[src/rtl/vga_plot_arbiter.sv]
// Round-robin arbiter sharing one VGA adapter write port among NUM_REQ draw engines.
// Optional off-screen clipping: define VGA_PLOT_ARBITER_CLIP_EN.
module vga_plot_arbiter #(
  parameter int NUM_REQ  = 3,
  parameter int X_W      = 8,
  parameter int Y_W      = 7,
  parameter int COLOUR_W = 3,
  parameter int X_MAX    = 160,
  parameter int Y_MAX    = 120
) (
  input  logic                         Clock,
  input  logic                         Resetn,
  input  logic [NUM_REQ-1:0]           req,
  input  logic [NUM_REQ-1:0]           done,
  input  logic [NUM_REQ-1:0]           plot_in,
  input  logic [NUM_REQ*X_W-1:0]       x_in,
  input  logic [NUM_REQ*Y_W-1:0]       y_in,
  input  logic [NUM_REQ*COLOUR_W-1:0]  colour_in,
  output logic [NUM_REQ-1:0]           grant,
  output logic                         busy,
  output logic [X_W-1:0]               vga_x,
  output logic [Y_W-1:0]               vga_y,
  output logic [COLOUR_W-1:0]          vga_colour,
  output logic                         vga_plot,
  output logic [15:0]                  burst_pixels
);

  localparam int IDX_W = $clog2(NUM_REQ);
`ifdef VGA_PLOT_ARBITER_CLIP_EN
  localparam bit CLIP_EN = 1'b1;
`else
  localparam bit CLIP_EN = 1'b0;
`endif

  typedef enum logic [1:0] {IDLE, GRANT, RELEASE} state_t;

  state_t              state_q;
  logic [IDX_W-1:0]    last_q;
  logic [IDX_W-1:0]    gidx_q;
  logic [NUM_REQ-1:0]  grant_q;
  logic                busy_q;
  logic [X_W-1:0]      vga_x_q;
  logic [Y_W-1:0]      vga_y_q;
  logic [COLOUR_W-1:0] vga_colour_q;
  logic                vga_plot_q;
  logic [15:0]         burst_q;

  logic [X_W-1:0]      x_arr      [NUM_REQ];
  logic [Y_W-1:0]      y_arr      [NUM_REQ];
  logic [COLOUR_W-1:0] colour_arr [NUM_REQ];

  genvar gi;
  generate
    for (gi = 0; gi < NUM_REQ; gi++) begin : g_slice
      assign x_arr[gi]      = x_in[gi*X_W +: X_W];
      assign y_arr[gi]      = y_in[gi*Y_W +: Y_W];
      assign colour_arr[gi] = colour_in[gi*COLOUR_W +: COLOUR_W];
    end
  endgenerate

  // Walk from the farthest candidate back to last+1 so the nearest requester wins.
  logic [IDX_W-1:0] win_idx_d;
  logic [IDX_W:0]   cand_sum;
  always_comb begin
    win_idx_d = last_q;
    cand_sum  = '0;
    for (int k = NUM_REQ; k >= 1; k--) begin
      cand_sum = {1'b0, last_q} + (IDX_W+1)'(k);
      if (cand_sum >= (IDX_W+1)'(NUM_REQ))
        cand_sum = cand_sum - (IDX_W+1)'(NUM_REQ);
      if (req[cand_sum[IDX_W-1:0]])
        win_idx_d = cand_sum[IDX_W-1:0];
    end
  end

  logic [X_W-1:0]      sel_x;
  logic [Y_W-1:0]      sel_y;
  logic                off_screen_d;
  logic                fwd_plot_d;
  logic                exit_d;

  assign sel_x        = x_arr[gidx_q];
  assign sel_y        = y_arr[gidx_q];
  assign off_screen_d = (int'(sel_x) >= X_MAX) || (int'(sel_y) >= Y_MAX);
  assign fwd_plot_d   = plot_in[gidx_q] & ~(CLIP_EN & off_screen_d);
  assign exit_d       = done[gidx_q] | ~req[gidx_q];

  always_ff @(posedge Clock or negedge Resetn) begin
    if (!Resetn) begin
      state_q      <= IDLE;
      last_q       <= IDX_W'(NUM_REQ - 1);
      gidx_q       <= '0;
      grant_q      <= '0;
      busy_q       <= 1'b0;
      vga_x_q      <= '0;
      vga_y_q      <= '0;
      vga_colour_q <= '0;
      vga_plot_q   <= 1'b0;
      burst_q      <= '0;
    end else begin
      case (state_q)
        IDLE: begin
          vga_plot_q <= 1'b0;
          if (|req) begin
            gidx_q  <= win_idx_d;
            grant_q <= NUM_REQ'(1) << win_idx_d;
            busy_q  <= 1'b1;
            burst_q <= '0;
            state_q <= GRANT;
          end
        end
        GRANT: begin
          vga_x_q      <= sel_x;
          vga_y_q      <= sel_y;
          vga_colour_q <= colour_arr[gidx_q];
          vga_plot_q   <= fwd_plot_d;
          if (fwd_plot_d && burst_q != 16'hFFFF)
            burst_q <= burst_q + 16'd1;
          // The pixel presented alongside done/req-drop still goes out above.
          if (exit_d) begin
            grant_q <= '0;
            busy_q  <= 1'b0;
            last_q  <= gidx_q;
            state_q <= RELEASE;
          end
        end
        RELEASE: begin
          vga_plot_q <= 1'b0;
          state_q    <= IDLE;
        end
        default: begin
          grant_q    <= '0;
          busy_q     <= 1'b0;
          vga_plot_q <= 1'b0;
          state_q    <= IDLE;
        end
      endcase
    end
  end

  assign grant        = grant_q;
  assign busy         = busy_q;
  assign vga_x        = vga_x_q;
  assign vga_y        = vga_y_q;
  assign vga_colour   = vga_colour_q;
  assign vga_plot     = vga_plot_q;
  assign burst_pixels = burst_q;

endmodule

[config.mk]
export PLATFORM = sky130hd
export DESIGN_NAME = vga_plot_arbiter
export DESIGN_NICKNAME = d
export VERILOG_FILES = /design/src/rtl/vga_plot_arbiter.sv
export SDC_FILE = /design/constraint.sdc
export NUM_CORES = 1
export LEC_CHECK = 0
export CAP_MARGIN = 0
export CORE_UTILIZATION = 43
export DETAILED_ROUTE_END_ITERATION = 8
export GPL_TIMING_DRIVEN = 0
export PLACE_DENSITY = 0.8
export SLEW_MARGIN = 20
export SYNTH_ARGS = -nofsm -noshare
export SYNTH_HDL_FRONTEND = slang
export SYNTH_SLANG_ARGS = --single-unit
export TNS_END_PERCENT = 1
[constraint.sdc]
create_clock -name Clock -period 3.1 [get_ports Clock]
set_clock_uncertainty 0.2 [all_clocks]
set_input_delay 0.31 -clock Clock [delete_from_list [all_inputs] [get_ports Clock]]
set_output_delay 0.31 -clock Clock [all_outputs]
set_load 0.01 [all_outputs]
# Word level (Yosys, flattened, before mapping)
# Index checks and enable logic that the tools add are counted.
[op_classes]
n_lt_le_gt_ge = 8
n_bitwise = 4
n_eq_ne = 6
reduce_logical = 9
add_sub_neg = 7
shift = 1
muxes = 40
[op_table]
columns = ["cell", "count"]
rows = [
  ["$mux 16", 2],
  ["$pmux 16 s2", 1],
  ["$add 16x1->16 const B", 1],
  ["$bmux 8 s2", 1],
  ["$mux 2", 8],
  ["$mux 8", 2],
  ["$ne 16x16->1 const B", 1],
  ["$bmux 7 s2", 1],
  ["$mux 7", 2],
  ["$bmux 1 s2", 6],
  ["$lt 2x3->1 const B", 4],
  ["$mux 3", 4],
  ["$ge 3x2->1 const B", 3],
  ["$mux 1", 9],
  ["$pmux 3 s3", 1],
  ["$add 2x2->3 const B", 2],
  ["$bmux 3 s2", 1],
  ["$ne 2x2->1 const B", 3],
  ["$reduce_and 2->1", 3],
  ["$reduce_and 3->1", 2],
  ["$sub 2x2->2 const B", 3],
  ["$pmux 2 s2", 1],
  ["$add 2x1->3 const B", 1],
  ["$ge 3x3->1 const B", 1],
  ["11 further kinds", 12],
]
[word_totals]
regBits = 45

# Depth between registers and ports, before layout
# Gate-level depths: netlist of run 1.
[depth]
word_depth = 11
ltp_mapped = 8

# Least setup slack after synthesis of run 1
# No wires, ideal clock.
[synth_timing]
kind = "reg2reg"
startpoint = "register last_q[1]"
endpoint = "register grant_q[0] (netlist: grant[0])"
arrival_time_ns = 2.117
synth_period_minus_slack_ns = 2.438
stages_incl_launch_ff = 9
setup_slack_ns = 0.662
setup_time_ns = 0.121
n_path_buf = 1
path_cell_list = "dfstp_2 > inv_1 > ha_1 > buf_2 > or4b_2 > o221ai_1 > a2bb2oi_1 > nor2_1 > a22o_1"
[synth_between]
elab_chain_cells = 11
[synth_lines]
columns = ["item", "line", "source"]
rows = [
  ["from (decl)", "38", "logic [IDX_W-1:0] last_q;"],
  ["from (signal assigned)", "91", "last_q <= IDX_W'(NUM_REQ - 1);"],
  ["from (signal assigned)", "123", "last_q <= gidx_q;"],
  ["$add 2x2->3", "68", "cand_sum = {1'b0, last_q} + (IDX_W+1)'(k);"],
  ["$ge 3x2->1 / $sub 2x2->2 (equally long branches)", "69, 70", ""],
  ["$mux 2", "69", "if (cand_sum >= (IDX_W+1)'(NUM_REQ))"],
  ["$bmux 1 s2", "71", "if (req[cand_sum[IDX_W-1:0]])"],
  ["$mux 1 (not written as such)", "71", ""],
  ["$mux 2 (2 in a row)", "71", ""],
  ["$mux 2 (*)", "71", ""],
  ["$shl 1x2->3 (*)", "106", "grant_q <= NUM_REQ'(1) << win_idx_d;"],
  ["$mux 3 (*)", "104", "if (|req) begin"],
  ["$pmux 3 s3 (*)", "101", "case (state_q)"],
  ["to (signal assigned)", "106", ""],
  ["to (decl)", "40", "logic [NUM_REQ-1:0] grant_q;"],
]
# Every way passes the cells marked *; elsewhere a longest branch is shown, timed or not. The select of a mux whose other input is x is not followed.
# A chain may end at the register's enable or synchronous reset.

# Worst setup path after layout of run 1
# Same ends and word-level chain as after synthesis.

==> results of run 1 <==
==> routing by layer <==
metal / up-vias / wire (µm)
met3: 8 / 642
met5: - / 0
met2: 102 / 3530
met1: 1260 / 2700
met4: 0 / 71
li1: 1273 / -
==> kinds of logic after synthesis <==
logic type               count (synthesis)  synth area share
adder cells (fa/ha/maj)                  4            0.0195
flip-flops                              45             0.438
multiplexers                            22            0.0871
buffers and inverters                   25            0.0379
AO/OA/AOI/OAI                           89             0.219
AND/OR/NAND/NOR                        101             0.198
==> worst paths after layout <==
| kind | from | endpoint | slack [ps] | depth (start not counted) |
|---|---|---|---|---|
| worst max-delay path | last_q[1] | grant[0] | 470 | 8 |
| worst min-delay path | Resetn | burst_pixels[13] | 230 | 2 |
| worst max register to register | last_q[1] | grant[0] | 470 | 8 |
| worst min register to register | vga_x[6] | vga_x[6] | 290 | 2 |
| max in group asynchronous | Resetn | last_q[1] | 1910 | 3 |
| min in group Clock | vga_x[6] | vga_x[6] | 290 | 2 |
==> through the flow <==
step	setup slack, ps	hold slack (ps)
after floorplan	662	-186
after global placement	269	261
after detailed placement	471	42.0
after CTS	472	244
after global routing	296	271
final	465	231
==> cell usage after synthesis, types with 3 or more instances <==
| cell type | number | area, µm² |
|---|---|---|
| mux2_2 | 3 | 33.8 |
| nand4_1 | 3 | 18.8 |
| o31ai_1 | 9 | 67.6 |
| nand2b_1 | 6 | 37.5 |
| mux2i_1 | 19 | 190 |
| o21ai_0 | 22 | 110 |
| nand2_1 | 30 | 113 |
| nor2b_1 | 4 | 25.0 |
| nand3_1 | 6 | 30.0 |
| or4_1 | 8 | 60.1 |
| a21oi_1 | 30 | 150 |
| dfrtp_1 | 44 | 1100 |
| ha_1 | 4 | 50.1 |
| inv_1 | 9 | 33.8 |
| clkbuf_1 | 11 | 41.3 |
| nor3_1 | 3 | 15.0 |
| a22o_1 | 3 | 26.3 |
| buf_2 | 3 | 15.0 |
| o311ai_0 | 4 | 35.0 |
| nor2_1 | 28 | 105 |
==> report_power, final <==
part | internal, W | switching [W]
registers | 0.000765 | 0.000121
clock network | 0.000320 | 0.000208
logic | 0.000699 | 0.000825
==> registers in the layout, summed over array words and instances (netlist names) <==
register      cells
gidx_q            2
burst_pixels     16
vga_colour        3
vga_plot          1
last_q            2
vga_x             8
state_q           2
busy              1
vga_y             7
grant             3
==> area by class of cell <==
class	count	area (µm²)
tap	72	90.1
timing repair buffer	105	1060
buffer	16	63.8
clock inverter	3	65.1
clock buffer	5	68.8
inverter	9	33.8
multi-input combinational	216	1350
sequential	45	1130
fill	454	1790
==> summary.txt, run 1 <==
Run status
  • Status: finished clean

Logic synthesis
  • Synthesized area per cell: 8.99 µm²
  • Synth Register Bits: 45
  • Syn_nets: 355
  • Synthesized instance count: 286
  • Synth warn: 0
  • Synth cell types: 49
  • Post-synth EDFFs: 0
  • Seq/Total Area, Yosys: 0.438
  • Dominant synthesized flop cell: dfrtp_1
  • Async SR Flop Fraction: 1.00
  • Synth Cell Area: 2570 µm²

CTS
  • Clk slew on worst S/H paths: 90 ps
  • Worst-skew pair later-pin latency: 300 ps
  • Clk Tree Root Cell: clkbuf_8
  • Post-CTS sizing: 0
  • Clk buf depth: 2
  • CTS tree: built
  • CTS sink cnt: 45
  • TritonCTS Buffers: 5
  • # hold bufs at CTS: 1
  • Post-CTS Setup Inserts: 0
  • Number of H-tree levels: 2

Route
  • Residual DRC: 0
  • Drt wl/cell: 14.7 µm
  • DRT antenna net count: 0
  • Post-Route WL: 6.94 mm
  • Detailed-route via count: 2643
  • DRT Pass-1 Iters: 4
  • Vias per cell: 5.61
  • Number of DRC markers in iteration 0: 148

Pwr
  • Leak pwr: 1.59 nW
  • Max VDD drop: 456 µV
  • Design Power: 0.00294 W
  • Pwr dens: 763 nW/µm²

Floorplanning
  • Row cnt: 27
  • Die width: 79.3 µm
  • Initial Util: 0.456
  • CORE AREA: 5640 µm²
  • Die span in y: 79.3 µm
  • Top-Level Pins: 104
  • DIE AREA: 6300 µm²

Global routing
  • Initial antenna violation count: 0
  • Pin count of the biggest net entering global routing: 32
  • Total global routing overflow: 0
  • GRT Total Usage: 0.240
  • Met2 usage in global routing: 0.422
  • M1 GR Usage: 0.267
  • Number of global-route vias before repair: 2631
  • First-pass GRT wire length: 11.8 mm
  • GR Util met3: 0.0954
  • GR peak layer: met2

Place
  • Port Buf Inserts: 103
  • Placed cells: 462
  • Placed inst area: 3710 µm²
  • HPWL after DPL: 5.35 mm
  • GPL Wtd Cong: 0.873

Finish
  • Share of cells above drive strength 1: 0.0602
  • Most common cell after layout, fill and taps aside: clkdlybuf4s50_1
  • Most frequent cells in the layout: clkdlybuf4s50_1, dfrtp_1, nand2_1, a21oi_1, nor2_1
  • Antenna cells: 0
  • Non-filler cells, final: 471
  • Layout area overhead: 49.8%
  • Design Area, Final: 3850 µm²
  • Fin util: 0.683
  • # nets final: 467

STA
  • Setup violators final: 0
  • Final period util: 0.850
  • Slew HR: 0.517
  • RSZ-0062 raised after global routing: no
  • Slew Limit Fails: 0
  • Min Tclk post-route: 2630 ps
  • Final Hold Fails: 0
  • Setup_tns: 0 ps
  • Fmax: 0.380 GHz
  • Slew @ Worst Pin: 719 ps

Critical path
  • Max incr delay on CP: 590 ps
  • Bufs and invs on worst path: 2
  • CP Launch Type: flop
  • CP arrival: 2640 ps
  • Crit end category: flop
  • Kind of critical path: flop to flop
  • Critical-path maximum fanout: 9
  • CP required: 3100 ps
  • Crit path max-delay family: simple AND/OR/NAND/NOR gates
  • Crit-path cells: inv_1 > ha_1 > buf_2 > or4b_2 > o221ai_1 > a2bb2oi_1 > nor2_1 > a22o_1
  • CP max-delay cell: or4b_2

Run
  • Max capacitance violation total: 0

Min path
  • Worst Hold Class: input port to asynchronous set/reset pin
Power figures use the tool's default switching activity.
==> inputs of run 2 (changes only) <==
- CORE_UTILIZATION: 43 -> 39
- PLACE_DENSITY: 0.8 -> 0.76
- clock period: 3.1 -> 2.1 ns (I/O delays scaled with it)
==> run 2 against run 1 <==
  * The run now ends with negative setup slack left
  * Sequential share of layout area is 1.3 points lower
  * Die area up 10%
  * Sequential cell count stayed put
  * Global-route usage shrank 1.9 points
  * Setup slack worse by 530 ps
  * Largest power group unchanged
  * Core utilization is 4.5 points lower
  * Routed wire length rose by 7.0%
  * Largest cell class unchanged
  * Critical path depth fell by 1
  * Clock power grew 22%
  * Highest routed layer unchanged
  * Worst hold slack lost 82 ps
==> summary.txt, run 2 (same netlist as run 1, synthesis figures left out) <==
Critical path
  • CP arrival: 2170 ps (-470 ps)
  • Bufs and invs on worst path: 1 (-1)
  • Critical-path maximum fanout: 3 (-6)
  • Crit path max-delay family: flip-flops
  • Max incr delay on CP: 560 ps (-30 ps)
  • CP max-delay cell: dfstp_2
  • Kind of critical path: flop to flop
  • Crit end category: flop
  • CP required: 2100 ps (-1000 ps)
  • CP Launch Type: flop
  • Crit-path cells: inv_2 > ha_4 > or4b_4 > o221ai_4 > a2bb2oi_2 > nor2_2 > a22o_1

Finish
  • # nets final: 473 (+1.3%)
  • Share of cells above drive strength 1: 0.156 (+0.0954)
  • Layout area overhead: 57.4%
  • Non-filler cells, final: 482 (+2.3%)
  • Fill count: 552 (+22%)
  • Fin util: 0.638 (-0.0452)
  • Most common cell after layout, fill and taps aside: clkdlybuf4s50_1
  • Most frequent cells in the layout: clkdlybuf4s50_1, dfrtp_1, nand2_1
  • Max reg flops: 16 (unchanged)
  • Antenna cells: 0 (unchanged)

Pwr
  • Max VDD drop: 621 µV (+36%)
  • Pwr dens: 1130 nW/µm² (+48%)
  • Leak pwr: 1.64 nW (+3.4%)

CTS
  • Clk slew on worst S/H paths: 90 ps (about the same)
  • Worst-skew pair later-pin latency: 300 ps (about the same)
  • CTS sink cnt: 45 (unchanged)
  • Clk buf depth: 2 (unchanged)
  • Number of H-tree levels: 2 (unchanged)
  • TritonCTS Buffers: 5 (unchanged)
  • Clk Tree Root Cell: clkbuf_8
  • CTS tree: built

STA
  • Setup violators final: 6 (+6)
  • Fmax: 0.461 GHz (+22%)
  • Final WS setup: -67.4 ps (-533 ps)
  • RSZ-0062 raised after global routing: yes
  • Final Hold Fails: 0 (unchanged)
  • Hold slack final: 149 ps (-81.7 ps)
  • Slew HR: 0.525 (+0.00799)
  • Slew Limit Fails: 0 (unchanged)
  • Final period util: 1.03 (+0.182)
  • Min Tclk post-route: 2170 ps (-467 ps)
  • Slew @ Worst Pin: 713 ps (-6.45 ps)

Floorplanning
  • CORE AREA: 6350 µm² (+13%)
  • Initial Util: 0.405 (-0.0509)
  • Die span in y: 83.2 µm (+4.9%)
  • Row cnt: 29 (+7.4%)
  • Die width: 83.2 µm (+4.9%)
  • DIE AREA: 6920 µm² (+10%)
  • Top-Level Pins: 104 (unchanged)

Route
  • Detailed-route via count: 2659 (+0.61%)
  • Number of DRC markers in iteration 0: 112 (-24%)
  • Drt wl/cell: 15.4 µm (+4.6%)
  • DRT antenna net count: 0 (unchanged)
  • Vias per cell: 5.52 (-1.7%)
  • Post-Route WL: 7.43 mm (+7.0%)
  • DRT Pass-1 Iters: 4 (unchanged)
  • Residual DRC: 0 (unchanged)

Global routing
  • Total global routing overflow: 0 (unchanged)
  • Initial antenna violation count: 0 (unchanged)
  • Met2 usage in global routing: 0.379 (-0.0423)
  • GR Util met3: 0.0656 (-0.0298)
  • Pin count of the biggest net entering global routing: 31 (-3.1%)
  • GRT Total Usage: 0.221 (-0.0186)
  • Number of global-route vias before repair: 2634 (+0.11%)
  • M1 GR Usage: 0.264 (-0.00306)
  • First-pass GRT wire length: 12.5 mm (+6.1%)
  • GR peak layer: met2

Run status
  • Status: complete, but fails checks
  • Failing checks: negative setup slack

Place
  • Placed cells: 467 (+1.1%)
  • Port Buf Inserts: 103 (unchanged)
  • GPL Wtd Cong: 0.879 (+0.62%)
  • Pre-CTS WS: -412 ps (-882 ps)
  • HPWL after DPL: 5.55 mm (+3.7%)

Run
  • Max capacitance violation total: 0 (unchanged)

Min path
  • Worst Hold Class: input port to asynchronous set/reset pin
[run 2: cell types whose count changed in the layout (fill, tap and decap cells not counted), sizes merged]
cell           delta
buf               +8
bufinv            -1
clkbuf            -1
clkdlybuf4s50     -1
dlymetal6s2s      +1
[run 2: worst paths after layout]
| check | startpoint | cells after the start | endpoint | slack (ps) |
|---|---|---|---|---|
| max | last_q[1] | 7 | grant[1] | -70 |
| min | Resetn | 2 | vga_plot | 150 |
| max reg2reg | last_q[1] | 7 | grant[1] | -70 |
| min reg2reg | vga_x[2] | 2 | vga_x[2] | 280 |
| max in group asynchronous | Resetn | 3 | last_q[1] | 990 |
| min in group Clock | vga_x[2] | 2 | vga_x[2] | 280 |
[run 2: power breakdown]
group / switching (W) / leakage (nW) / internal (W)
registers: 0.000197 / 0.583 / 0.00113
clock network: 0.000295 / 0.0552 / 0.000353
logic: 0.00136 / 1.01 / 0.00124
total: 0.00185 / 1.64 / 0.00273
[run 2: area by class of cell]
class | instances | area [µm²] | area share
inverter | 9 | 33.8 | 0.00834
buffer | 14 | 70.1 | 0.0173
tap | 77 | 96.3 | 0.0238
multi-input combinational | 216 | 1490 | 0.368
clock inverter | 2 | 35.0 | 0.00865
timing repair buffer | 113 | 1120 | 0.276
clock buffer | 6 | 72.6 | 0.0179
sequential | 45 | 1130 | 0.280
[run 2: per-layer routing]
metal	wire, µm	part of all wire
met4	150	0.020
met2	3750	0.50
met5	0	0
met1	2970	0.40
met3	570	0.077
[run 2: stage by stage]
step / instance area (µm²) / setup TNS, ps / power [W]
2_1_floorplan: 2600 / -341 / 0.00275
3_3_place_gp: 3730 / -33220 / 0.00360
3_5_place_dp: 3740 / -7710 / 0.00367
4_1_cts: 3980 / -270 / 0.00450
5_1_grt: 4050 / -1140 / 0.00492
6_report: 4050 / -205 / 0.00458
[run 2: repair_timing]
item / 4_1_cts / 5_1_grt
pin swaps: 11 / 3
endpoints found under the setup margin: 22 / 25
resized for setup: 19 / 23
hold buffers: 1 / 0
setup buffers: 8 / 0
endpoints found under the hold margin: 44 / 0
==> inputs of run 3 (changes only) <==
- CTS_CLUSTER_SIZE: unset -> 10
- SLEW_MARGIN: 20 -> unset
==> results of run 3 <==
Final layout, timing and power as in run 2 (identical DEF).
